File: src/rtl/bcd_pkg.sv
`default_nettype none
// ============================================================================
// Module   : bcd_pkg
// Brief    : Shared types and constants for the binary-to-BCD scheduler.
// Revision : 1.0 - initial release
// ============================================================================
package bcd_pkg;

    localparam int BCD_DIGIT_W = 4;
    localparam int DATA_W      = 8;
    localparam int ITER_CNT    = 8;
    localparam int WORK_W      = 3 * BCD_DIGIT_W + DATA_W;
    localparam int CNT_W       = $clog2(ITER_CNT);

    typedef enum logic [1:0] {
        IDLE    = 2'd0,
        CONVERT = 2'd1,
        DONE    = 2'd2
    } state_t;

    typedef struct packed {
        logic                   sign;
        logic [BCD_DIGIT_W-1:0] hundreds;
        logic [BCD_DIGIT_W-1:0] tens;
        logic [BCD_DIGIT_W-1:0] ones;
    } bcd_result_t;

    function automatic logic [BCD_DIGIT_W-1:0] add3_digit(input logic [BCD_DIGIT_W-1:0] d);
        return (d >= 4'd5) ? d + 4'd3 : d;
    endfunction

endpackage
`default_nettype wire

File: src/rtl/bcd_shift_add3_step.sv
`default_nettype none
// ============================================================================
// Module   : bcd_shift_add3_step
// Brief    : One double-dabble iteration: add-3 correction on each BCD digit,
//            then a 1-bit left shift of the {bcd, bin} working register.
// Revision : 1.0 - initial release
// ============================================================================
module bcd_shift_add3_step
    import bcd_pkg::*;
(
    input  logic [WORK_W-1:0] work_in,
    output logic [WORK_W-1:0] work_out
);

    logic [WORK_W-1:0] w_adj;

    assign w_adj[DATA_W-1:0] = work_in[DATA_W-1:0];

    for (genvar g = 0; g < 3; g++) begin : g_digit
        assign w_adj[DATA_W + g*BCD_DIGIT_W +: BCD_DIGIT_W] =
            add3_digit(work_in[DATA_W + g*BCD_DIGIT_W +: BCD_DIGIT_W]);
    end

    // Hundreds never exceeds 2 for 8-bit input, so the MSB shifted out is always 0.
    assign work_out = w_adj << 1;

endmodule
`default_nettype wire

File: src/rtl/bcd_conversion_scheduler.sv
`default_nettype none
// ============================================================================
// Module   : bcd_conversion_scheduler
// Brief    : Round-robin arbiter sharing one iterative binary-to-BCD converter
//            between two requesters; holds sign/digits for display decoding.
// Revision : 1.0 - initial release
// ============================================================================
module bcd_conversion_scheduler #(
    parameter bit SIGNED_MODE = 1'b1,
    parameter int DATA_W      = 8
) (
    input  logic              clk,
    input  logic              rst_n,
    input  logic [1:0]        req,
    input  logic [DATA_W-1:0] data_0,
    input  logic [DATA_W-1:0] data_1,
    output logic [1:0]        ack,
    output logic              busy,
    output logic              done,
    output logic              done_id,
    output logic              sign,
    output logic [3:0]        hundreds,
    output logic [3:0]        tens,
    output logic [3:0]        ones
);

    import bcd_pkg::*;

    localparam int ONES_LSB = DATA_W;
    localparam int TENS_LSB = DATA_W + BCD_DIGIT_W;
    localparam int HUND_LSB = DATA_W + 2*BCD_DIGIT_W;

    state_t             r_state;
    state_t             w_state_nxt;
    logic               w_grant;
    logic               w_load_result;
    logic               w_gnt_idx;
    logic [DATA_W-1:0]  w_operand;
    logic               w_is_neg;
    logic [DATA_W-1:0]  w_magnitude;
    logic [WORK_W-1:0]  w_work_step;

    logic [CNT_W-1:0]   r_bit_cnt;
    logic [WORK_W-1:0]  r_work;
    logic               r_sign_work;
    logic               r_id_work;
    logic               r_last_grant;
    logic [1:0]         r_ack;
    logic               r_busy;
    logic               r_done;
    logic               r_done_id;
    bcd_result_t        r_result;

    // Tie goes to the requester that did not win last time.
    assign w_gnt_idx = (req == 2'b11) ? ~r_last_grant : req[1];
    assign w_operand = w_gnt_idx ? data_1 : data_0;
    assign w_is_neg  = SIGNED_MODE && w_operand[DATA_W-1];
    // 8 bits suffice: negating 0x80 wraps back to 0x80, which reads as 128 unsigned.
    assign w_magnitude = w_is_neg ? (~w_operand + 1'b1) : w_operand;

    bcd_shift_add3_step u_step (
        .work_in  (r_work),
        .work_out (w_work_step)
    );

    always_ff @(posedge clk or negedge rst_n) begin
        if (!rst_n) begin
            r_state <= IDLE;
        end else begin
            r_state <= w_state_nxt;
        end
    end

    always_comb begin
        w_state_nxt   = r_state;
        w_grant       = 1'b0;
        w_load_result = 1'b0;
        case (r_state)
            IDLE: begin
                if (|req) begin
                    w_grant     = 1'b1;
                    w_state_nxt = CONVERT;
                end
            end
            CONVERT: begin
                if (r_bit_cnt == CNT_W'(ITER_CNT-1)) begin
                    w_state_nxt = DONE;
                end
            end
            DONE: begin
                w_load_result = 1'b1;
                w_state_nxt   = IDLE;
            end
            default: begin
                w_state_nxt = IDLE;
            end
        endcase
    end

    always_ff @(posedge clk or negedge rst_n) begin
        if (!rst_n) begin
            r_bit_cnt    <= '0;
            r_work       <= '0;
            r_sign_work  <= 1'b0;
            r_id_work    <= 1'b0;
            r_last_grant <= 1'b1;
            r_ack        <= 2'b00;
            r_busy       <= 1'b0;
            r_done       <= 1'b0;
            r_done_id    <= 1'b0;
            r_result     <= '0;
        end else begin
            r_ack  <= 2'b00;
            r_done <= w_load_result;
            // Stays high through the DONE cycle so it drops one edge after done rises.
            r_busy <= w_grant || (r_state != IDLE);

            if (w_grant) begin
                r_ack        <= w_gnt_idx ? 2'b10 : 2'b01;
                r_last_grant <= w_gnt_idx;
                r_id_work    <= w_gnt_idx;
                r_sign_work  <= w_is_neg;
                r_work       <= {{(WORK_W-DATA_W){1'b0}}, w_magnitude};
                r_bit_cnt    <= '0;
            end else if (r_state == CONVERT) begin
                r_work    <= w_work_step;
                r_bit_cnt <= r_bit_cnt + 1'b1;
            end

            if (w_load_result) begin
                r_result.sign     <= r_sign_work;
                r_result.hundreds <= r_work[HUND_LSB +: BCD_DIGIT_W];
                r_result.tens     <= r_work[TENS_LSB +: BCD_DIGIT_W];
                r_result.ones     <= r_work[ONES_LSB +: BCD_DIGIT_W];
                r_done_id         <= r_id_work;
            end
        end
    end

    assign ack      = r_ack;
    assign busy     = r_busy;
    assign done     = r_done;
    assign done_id  = r_done_id;
    assign sign     = r_result.sign;
    assign hundreds = r_result.hundreds;
    assign tens     = r_result.tens;
    assign ones     = r_result.ones;

endmodule
`default_nettype wire

File: config.mk
export PLATFORM = sky130hd
export DESIGN_NAME = bcd_conversion_scheduler
export DESIGN_NICKNAME = d
export VERILOG_FILES = /design/src/rtl/bcd_pkg.sv /design/src/rtl/bcd_shift_add3_step.sv /design/src/rtl/bcd_conversion_scheduler.sv
export SDC_FILE = /design/constraint.sdc
export NUM_CORES = 1
export LEC_CHECK = 0
export CAP_MARGIN = 20
export CORE_MARGIN = 2
export CORE_UTILIZATION = 40
export CTS_BUF_LIST = sky130_fd_sc_hd__clkbuf_16
export CTS_CLUSTER_SIZE = 12
export DETAILED_ROUTE_END_ITERATION = 12
export GPL_TIMING_DRIVEN = 0
export PLACE_DENSITY = 0.59
export SYNTH_ARGS = -nofsm -noshare
export SYNTH_HDL_FRONTEND = slang
export SYNTH_SLANG_ARGS = --single-unit
File: constraint.sdc
create_clock -name clk -period 1.9 [get_ports clk]
set_input_delay 0.19 -clock clk [delete_from_list [all_inputs] [get_ports clk]]
set_output_delay 0.19 -clock clk [all_outputs]
set_load 0.005 [all_outputs]
==> flow_summary.toml, run 1 <==
[final_layout]
fin_util = 0.529
multi_input_area_um2 = 1100
drive_gt1_frac = 0.128
num_antenna_cells = 0
syn2layout_area_growth_pct = 26.5
final-seq-area_um2 = 1150
nFillCells = 524
final_nets = 292
fin_area_um2 = 2950

[sta]
max_freq_ghz = 0.589
slew_viol_final = 0
finalSetupViolCount = 0
period_share = 0.894
finalHoldViolCount = 0
finalCriticalPeriod_ps = 1700
relSlewSlack = 0.567
hold_slack_ps = 357
clock_skew_ps = 2.14
rsz0062_at_grt = "no"
worst_slew_pin_slew_ps = 643

[status]
status = "finished clean"

[setup_path]
crit_chain = "inv_1, ha_1, nand2b_1, a21oi_1, mux2_2, o22ai_1"
worstPathMaxFanout = 4
cp.arrival_ps = 1900
worstSetupStartpoint = "r_work[8]$_DFFE_PN0P_"
startpoint_type = "register"
max_stage_delay_ps = 390
crit_required_ps = 2100
timing.rr.start = "r_work[8]$_DFFE_PN0P_"
cp-end-kind = "register"
slowest_stage = "dfrtp_1"
crit_type = "register to register"

[power_and_ir_drop]
power_density_nw_per_um2 = 1430
p_clk_frac = 0.190
power_leakage_uw = 0.00131
seqPwrFrac = 0.390
switchingPower_uw = 1440
peakVddDrop_v = 0.000656
share_comb_of_total_power = 0.419
p_int_uw = 2790
swShare = 0.341

[drt]
ant_nets = 0
vias = 1790
via_per_inst = 5.31
wl_um = 4960
wl_per_cell_um = 14.7
drc = 0
drtPass1Iterations = 4
dr.first_iter.drc_count = 58

[place]
hpwl_um = 3630
port_buffers = 36
placed_cell_area_um2 = 2800
gp_congestion = 0.771

[floorplanning]
fp.dieArea_um2 = 6450
pin_count = 38
core_um2 = 5570
die_height_um = 80.3
rows = 27
initial_utilization = 0.418
die_x_um = 80.3

[min_path]
min_path_type = "input pin to register"
min_from = "data_1[7]"

[flow_run]
drv_cap = 0

[yosys]
synthMuxAreaShare = 0.0757
yosys.area_share.simple = 0.133
synth-seq-area-share = 0.494
synth-compound-area-share = 0.179
synth_top_area_frac = 0.483
synth_top_area_cell = "dfrtp_1"
syn_avg_cell_area_um2 = 10.6
synth_top_family_by_area = "compound AO/OA/AOI/OAI gates"
synth_edf_count = 0
async_reset_ff_frac = 1.00
ys_top_cells_by_count = "45 x dfrtp_1, 30 x nand2_1, 17 x o21ai_0"
synth-xor-area-share = 0.0413
synth.distinct_cells = 43
yosysWarnings = 0
synth.top_cells.by_area = "dfrtp_1 48%, nand2_1 4.8%, mux2_2 4.3%"
synth_seq_cells = 46
syn_nets = 247
synth_ff_type = "dfrtp_1"
netlist_instances = 219
yosysMostFrequentCell = "dfrtp_1"
synth_fa_ha_area_frac = 0.0429
netlist_area_um2 = 2330

[clock_tree]
h-tree-depth = 2
cts_buffer_depth = 2
clock_latency_ps = 280
cts.sinks = 46
cts_tree = "built"
cts.clk_slew.worst_paths_ps = 60
cts_setup_buffers = 0
root_buffer = "clkbuf_16"
cts_buffers = 5

[global_route]
overflow = 0
antenna_found_initial = 0
grt_pass1_vias = 1811
grt_max_degree = 28
grt_util_all_layers = 0.172
grt_pass1_wl_um = 8490
cells by family after synthesis:
family,count (synthesis)
AO/OA/AOI/OAI,58
XOR/XNOR,11
adder cells (fa/ha/maj),8
buffers and inverters,17
flip-flops,46
multiplexers,16
AND/OR/NAND/NOR,63
layout by cell type (no fill, tap or decap), types with 4 or more instances in the layout:
master,n
buf_2,7
and3_1,4
dfrtp_1,45
xor2_1,4
nor3_1,4
o22ai_1,6
o21ai_0,17
ha_1,8
nor2_1,6
xnor2_1,7
mux2_2,9
clkdlybuf4s50_1,35
o31ai_1,6
clkbuf_16,5
nand2_1,30
nand2b_1,5
a21oi_1,6
inv_1,10
mux2i_1,6
sequential cells by signal, summed over array words and instances (netlist names), 2 cells and up:
register,cells
ack,2
r_bit_cnt,3
hundreds,4
r_state,2
ones,4
tens,4
r_work,20
layout make-up:
type	instances	share of cell area
inverters	7	0.00891
well taps	72	0.0306
plain buffers	10	0.0178
clock buffers	5	0.0424
flip-flops and latches	46	0.391
repair buffers	38	0.131
clock inverters	3	0.00382
multi-input cells	156	0.375
metrics by stage:
| step | total power, uW | TNS, ps | setup WS, ps | cells |
|---|---|---|---|---|
| floorplan | 2770 | 0 | 396 | 219 |
| global placement | 3400 | -32010 | -662 | 327 |
| detailed placement | 3450 | -2150 | -216 | 328 |
| CTS | 4270 | 0 | 69.4 | 337 |
| global route | 4590 | 0 | 18.7 | 337 |
| finish | 4230 | 0 | 202 | 337 |
worst max-delay path: cells and delay by family, from the launching register on:
kind                       cells  cell delay, ps
adders and majority gates      1             220
DFF                            1             390
buffers and inverters          1             160
muxes                          1             380
AOI/OAI and AO/OA              2             410
and+or+nand+nor                1              60
path summary, 6_finish.rpt:
| kind | endpoint | slack (ps) | cells after the start |
|---|---|---|---|
| worst max-delay path | r_work[10]$_DFFE_PN0P_ | 200 | 6 |
| worst min-delay path | r_sign_work$_DFFE_PN0P_ | 360 | 3 |
| worst max register to register | r_work[10]$_DFFE_PN0P_ | 200 | 6 |
| worst min register to register | ones[0]$_DFFE_PN0P_ | 470 | 2 |
| max in group asynchronous | r_last_grant$_DFFE_PN1P_ | 920 | 3 |
| min in group asynchronous | hundreds[3]$_DFFE_PN0P_ | 400 | 2 |
what timing repair did:
action | in CTS | in global routing
hold buffers | 1 | 0
resized for setup | 0 | 1
hold endpoints to repair | 19 | 0
setup endpoints to repair | 0 | 9
power by group through the flow:
stage / clock network (uW) / registers [uW] / logic, uW
2_1_floorplan: 0 / 1630 / 1140
3_3_place_gp: 0 / 1660 / 1740
3_5_place_dp: 0 / 1670 / 1780
4_1_cts: 820 / 1650 / 1790
5_1_grt: 869 / 1710 / 2010
6_report: 804 / 1650 / 1770
per-layer routing:
layer,routed length [um],track usage,vias up
li1,-,-,882
met1,2300,0.217,864
met2,2440,0.293,40
met3,163,0.0371,4
met4,57,0.0525,0
met5,0,0,-
Note: power is estimated with default switching activity, not from simulation.
==> run 2: changes to the inputs <==
CTS_CLUSTER_SIZE = not set   (was 12)
GPL_TIMING_DRIVEN = not set   (was 0)
==> run 2 against run 1 <==
Register-to-register slack better by 60 ps. Worst setup slack improved by 64 ps. Total power increased by 4.7%. Wire length down 3.5%. Critical endpoint unchanged.
==> flow_summary.toml, run 2 (same netlist as run 1, synthesis figures left out) <==
[clock_tree]
cts_buffers = 5
root_buffer = "clkbuf_16"
h-tree-depth = 2
cts.sinks = 46
cts.clk_slew.worst_paths_ps = 60
cts-resized-gates = 0
clock_latency_ps = 280
cts_tree = "built"
cts_buffer_depth = 2

[floorplanning]
rows = 27
initial_utilization = 0.418
die_x_um = 80.3
die_height_um = 80.3
pin_count = 38
core_um2 = 5570
fp.dieArea_um2 = 6450

[sta]
finalSetupViolCount = 0
finalHoldViolCount = 0
clock_skew_ps = 4.50
rsz0062_at_grt = "no"
max_freq_ghz = 0.612
tns_ps = 0
finalCriticalPeriod_ps = 1630
period_share = 0.860
worst_slew_pin_slew_ps = 585
relSlewSlack = 0.610
slew_viol_final = 0

[place]
gp_congestion = 0.809
dpl.cell_count = 337
port_buffers = 37
hpwl_um = 3520

[global_route]
grt_pass1_vias = 1734
antenna_found_initial = 0
grt_pass1_wl_um = 8180
grt_util_all_layers = 0.164
grt_max_degree = 47
overflow = 0

[drt]
wl_per_cell_um = 13.8
wl_um = 4780
drc = 0
ant_nets = 0
via_per_inst = 5.26
dr.first_iter.drc_count = 108
drtPass1Iterations = 4
vias = 1820

[final_layout]
layout_common_cells = "45 x dfrtp_1, 36 x clkdlybuf4s50_1, 30 x nand2_1"
drive_gt1_frac = 0.168
final_nets = 301
largest_register_ffs = 20
num_antenna_cells = 0
final_cells = 346
final_common_cell = "dfrtp_1"
syn2layout_area_growth_pct = 31.5
largest_register = "r_work"

[power_and_ir_drop]
peakVddDrop_v = 0.000523
power_density_nw_per_um2 = 1440
power_leakage_uw = 0.00137

[setup_path]
crit_type = "register to register"
worstPathMaxFanout = 4
cp-end-kind = "register"
startpoint_type = "register"
cp.arrival_ps = 1840
crit_required_ps = 2100

[status]
status = "finished clean"

[min_path]
min_path_type = "input pin to asynchronous set/reset pin"

[flow_run]
drv_cap = 0
run 2: cell type report:
| cell class | instances | area (um2) |
|---|---|---|
| Fill cell | 513 | 2510 |
| Multi-Input combinational cell | 156 | 1100 |
| Sequential cell | 46 | 1150 |
| Clock inverter | 3 | 41.3 |
| Tap cell | 72 | 90.1 |
| Clock buffer | 5 | 125 |
| Timing Repair Buffer | 57 | 531 |
| Inverter | 7 | 26.3 |
run 2: metrics by stage:
stage,instance area (um2),setup WS (ps),hold WS (ps),utilization,power [uW]
2_1_floorplan,2330,396,-106,-,2770
3_3_place_gp,2890,73.9,192,0.518,3460
4_1_cts,3070,254,426,0.550,4480
5_1_grt,3070,171,458,0.550,4800
3_5_place_dp,2890,55.7,191,0.518,3490
6_report,3070,266,417,0.550,4430
run 2: repair_timing:
action                                 in CTS  in global routing
endpoints found under the hold margin      45                  0
hold buffers                                1                  0
buffers inserted                            0                  0
run 2: where the power goes:
part	switching [uW]	leakage, uW	internal [uW]	total (uW)
combinational	830	0.000710	976	1810
clock	358	0.0000812	615	973
sequential	252	0.000575	1400	1650
total	1440	0.00137	2990	4430
run 2: routing by layer:
layer / GRT usage / wire length, um / part of all wire / vias up
met5: 0 / 0 / 0 / -
met4: 0.0559 / 77 / 0.016 / 0
met3: 0.0382 / 171 / 0.036 / 7
met2: 0.264 / 2230 / 0.47 / 42
met1: 0.218 / 2300 / 0.48 / 867
li1: - / - / - / 904
run 2: final timing paths:
check	slack, ps	to	from	cells after the start
worst max register to register	270	r_work[10]$_DFFE_PN0P_	r_work[8]$_DFFE_PN0P_	6
worst max-delay path	270	r_work[10]$_DFFE_PN0P_	r_work[8]$_DFFE_PN0P_	6
min in group clk	480	ones[1]$_DFFE_PN0P_	ones[1]$_DFFE_PN0P_	2
max in group asynchronous	1210	r_last_grant$_DFFE_PN1P_	rst_n	3
worst min register to register	480	ones[1]$_DFFE_PN0P_	ones[1]$_DFFE_PN0P_	2
worst min-delay path	420	hundreds[2]$_DFFE_PN0P_	rst_n	3
run 2: critical path: stages (launching register included):
cell and delay (ps):
dfrtp_1 400, inv_1 150, ha_1 220, nand2b_1 70, a21oi_1 220, mux2_2 360
o22ai_1 130
==> run 3: changes to the inputs <==
CAP_MARGIN = 25   (was 20)
==> results of run 3 <==
The final DEF is identical to that of run 2; final timing and power are the same.
==> RTL edit, RTL diff (flow settings as in run 2) <==
Encoding of `state_t`: now one-hot (3 bits for 3 states).
--- a/src/rtl/bcd_pkg.sv
+++ b/src/rtl/bcd_pkg.sv
@@ -13,8 +13,8 @@
     localparam int CNT_W       = $clog2(ITER_CNT);
 
-    typedef enum logic [1:0] {
-        IDLE    = 2'd0,
-        CONVERT = 2'd1,
-        DONE    = 2'd2
+    typedef enum logic [2:0] {
+        IDLE    = 3'b001,
+        CONVERT = 3'b010,
+        DONE    = 3'b100
     } state_t;
 
Function: no difference found for any inputs over 10 cycles, from zero or initial values and one cycle with rst_n low; not proved beyond that.
==> RTL edit against run 2 <==
- global-route usage fell by 0.083 points
- setup slack got worse by 170 ps
- largest cell class unchanged
- first-iteration DRC count fell by 48%
- sequential cell count rose by 1
- area after synthesis rose by 2.0%
- final area rose by 3.8%
- wire length rose by 3.1%
- cell count fell by 0.29%
- power fell by 9.1%
- count of clock-buffer cells in the layout did not move
==> RTL edit: results (changes against run 2) <==
Met3 Usage GRT -> 0.0333 (-0.00487)
Syn_area_per_cell -> 11.5 um2 (+7.9%)
Reg2Reg Depth -> 5 (-1)
Vias per cell -> 5.26 (about the same)
Grt met1 use -> 0.199 (-0.0184)
R2R Path End -> r_work[5]$_DFFE_PN0P_
Distinct cells, synth -> 47 (+9.3%)
Via Count -> 1815 (-0.27%)
Compound-Gate Fraction of Synth Area -> 0.174 (-0.00453)
Num CTS Buffers -> 5 (unchanged)
Xor-xnor portion of the synthesized cell area -> 0.0368 (-0.00449)
IR Drop Worst-Case VDD -> 0.604 mV (+16%)
DP Worst Slack -> 27.0 ps (-28.7 ps)
Final worst-path setup slack -> 100 ps (-166 ps)
DRT iter0 DRCs -> 56 (-48%)
Cell Count Post-Placement -> 336 (-0.30%)
Finished Cell Area -> 0.00318 mm2 (+3.8%)
Initial antenna violation count -> 0 (unchanged)
Vias in the first global route -> 1775 (+2.4%)
Met2 Resource Use GR -> 0.293 (+0.0284)
Resized cells post-CTS -> 0 (unchanged)
Hpwl dp -> 3700 um (+4.9%)
NetSw -> 1.21 mW (-16%)
Syn Nets -> 235 (-4.9%)
R2r startpoint -> r_state[0]$_DFFE_PN1P_
Worst path slowest cell -> dfstp_2
CP arrival -> 1960 ps (+120 ps)
Skew final -> 8.46 ps (+3.96 ps)
Cell Area, Placed -> 0.00298 mm2 (+3.2%)
WHS -> 343 ps (-74.0 ps)
Total GRT Usage -> 0.163 (-0.000831)
Met3 wire length -> 160 um (-6.4%)
Synth Area in Adders -> 0.0421 (-0.000836)
Clk_lat worst skew -> 280 ps (about the same)
Register area share after synthesis -> 0.496 (+0.00143)
Most instantiated cells after synthesis -> 45 x dfrtp_1, 16 x mux2_2, 10 x o21ai_0
Synth area leaders -> dfrtp_1 47%, mux2_2 7.6%, ha_1 4.2%
Asr flop ratio synth -> 1.00 (unchanged)
Max FFs per register -> 20 (unchanged)
Top Layer Used -> met4
Routed wire length -> 4930 um (+3.1%)
Critical Path Max Stage Delay -> 530 ps (+130 ps)
Port bufs -> 37 (unchanged)
Clock-pin transition on the worst setup and hold timing paths -> 60 ps (about the same)
Largest net degree at the start of global routing -> 22 (-53%)
Nets -> 297 (-1.3%)
First-pass GRT wire length -> 8240 um (+0.76%)
Largest register by flop count -> r_work
Share of cells above drive strength 1 -> 0.222 (+0.0543)
H-tree depth -> 2 (unchanged)
Status -> complete, no violations
Worst Path Max Fanout -> 10 (+6)
Routed length on met1 -> 2250 um (-2.3%)
Mux cell area share after synthesis -> 0.101 (+0.0254)
Fillers -> 539 (+5.1%)
Pleak -> 1.40 nW (+2.5%)
Metal2 WL -> 2470 um (+11%)
GP Congestion -> 0.821 (+1.4%)
Rel. slew slack -> 0.732 (+0.122)
## RTL edit: cell types whose count changed after synthesis, sizes merged, moves of 3 or more
cell | before | now
buf | 7 | 4
o21ai | 17 | 12
nand3 | 3 | 7
nand2 | 30 | 9
nor3 | 5 | 2
mux2 | 10 | 16
o211ai | 3 | 6
a22o | 1 | 5
## RTL edit: cells by family (layout without fill, tap and decap cells)
kind of cell	after synthesis	after routing
simple gates	49	49
compound gates	57	57
buf+inv	14	77
flops	47	47
fa+ha+maj	8	8
mux	22	22
xor+xnor	10	10
## RTL edit: area by class of cell
class | instances | share of cell area
inverter | 7 | 0.00904
tap | 75 | 0.0295
clock inverter | 3 | 0.0201
clock buffer | 5 | 0.0393
multi-input combinational | 146 | 0.357
timing repair buffer | 62 | 0.175
sequential | 47 | 0.370
## RTL edit: how the worst max path moves through the flow
stage	endpoint	from
finish	r_work[5]$_DFFE_PN0P_	r_state[0]$_DFFE_PN1P_
global placement	r_work[5]$_DFFE_PN0P_	data_1[3]
detailed placement	r_work[5]$_DFFE_PN0P_	data_1[3]
global route	r_work[5]$_DFFE_PN0P_	r_state[0]$_DFFE_PN1P_
CTS	r_work[5]$_DFFE_PN0P_	r_state[0]$_DFFE_PN1P_
floorplan	r_work[11]$_DFFE_PN0P_	r_state[0]$_DFFE_PN1P_
## RTL edit: power groups by stage
stage,clock [mW],combinational [mW],sequential [mW]
floorplan,0,0.823,1.49
global placement,0,1.43,1.49
detailed placement,0,1.45,1.51
CTS,1.12,1.46,1.49
global route,1.17,1.60,1.52
finish,1.11,1.43,1.49
## RTL edit: worst max-delay path: cells and delay by family (launching register included)
kind	cells	cell delay, ps
buffers and inverters	1	120
flip-flops	1	530
AND/OR/NAND/NOR	2	500
AO/OA/AOI/OAI	2	520
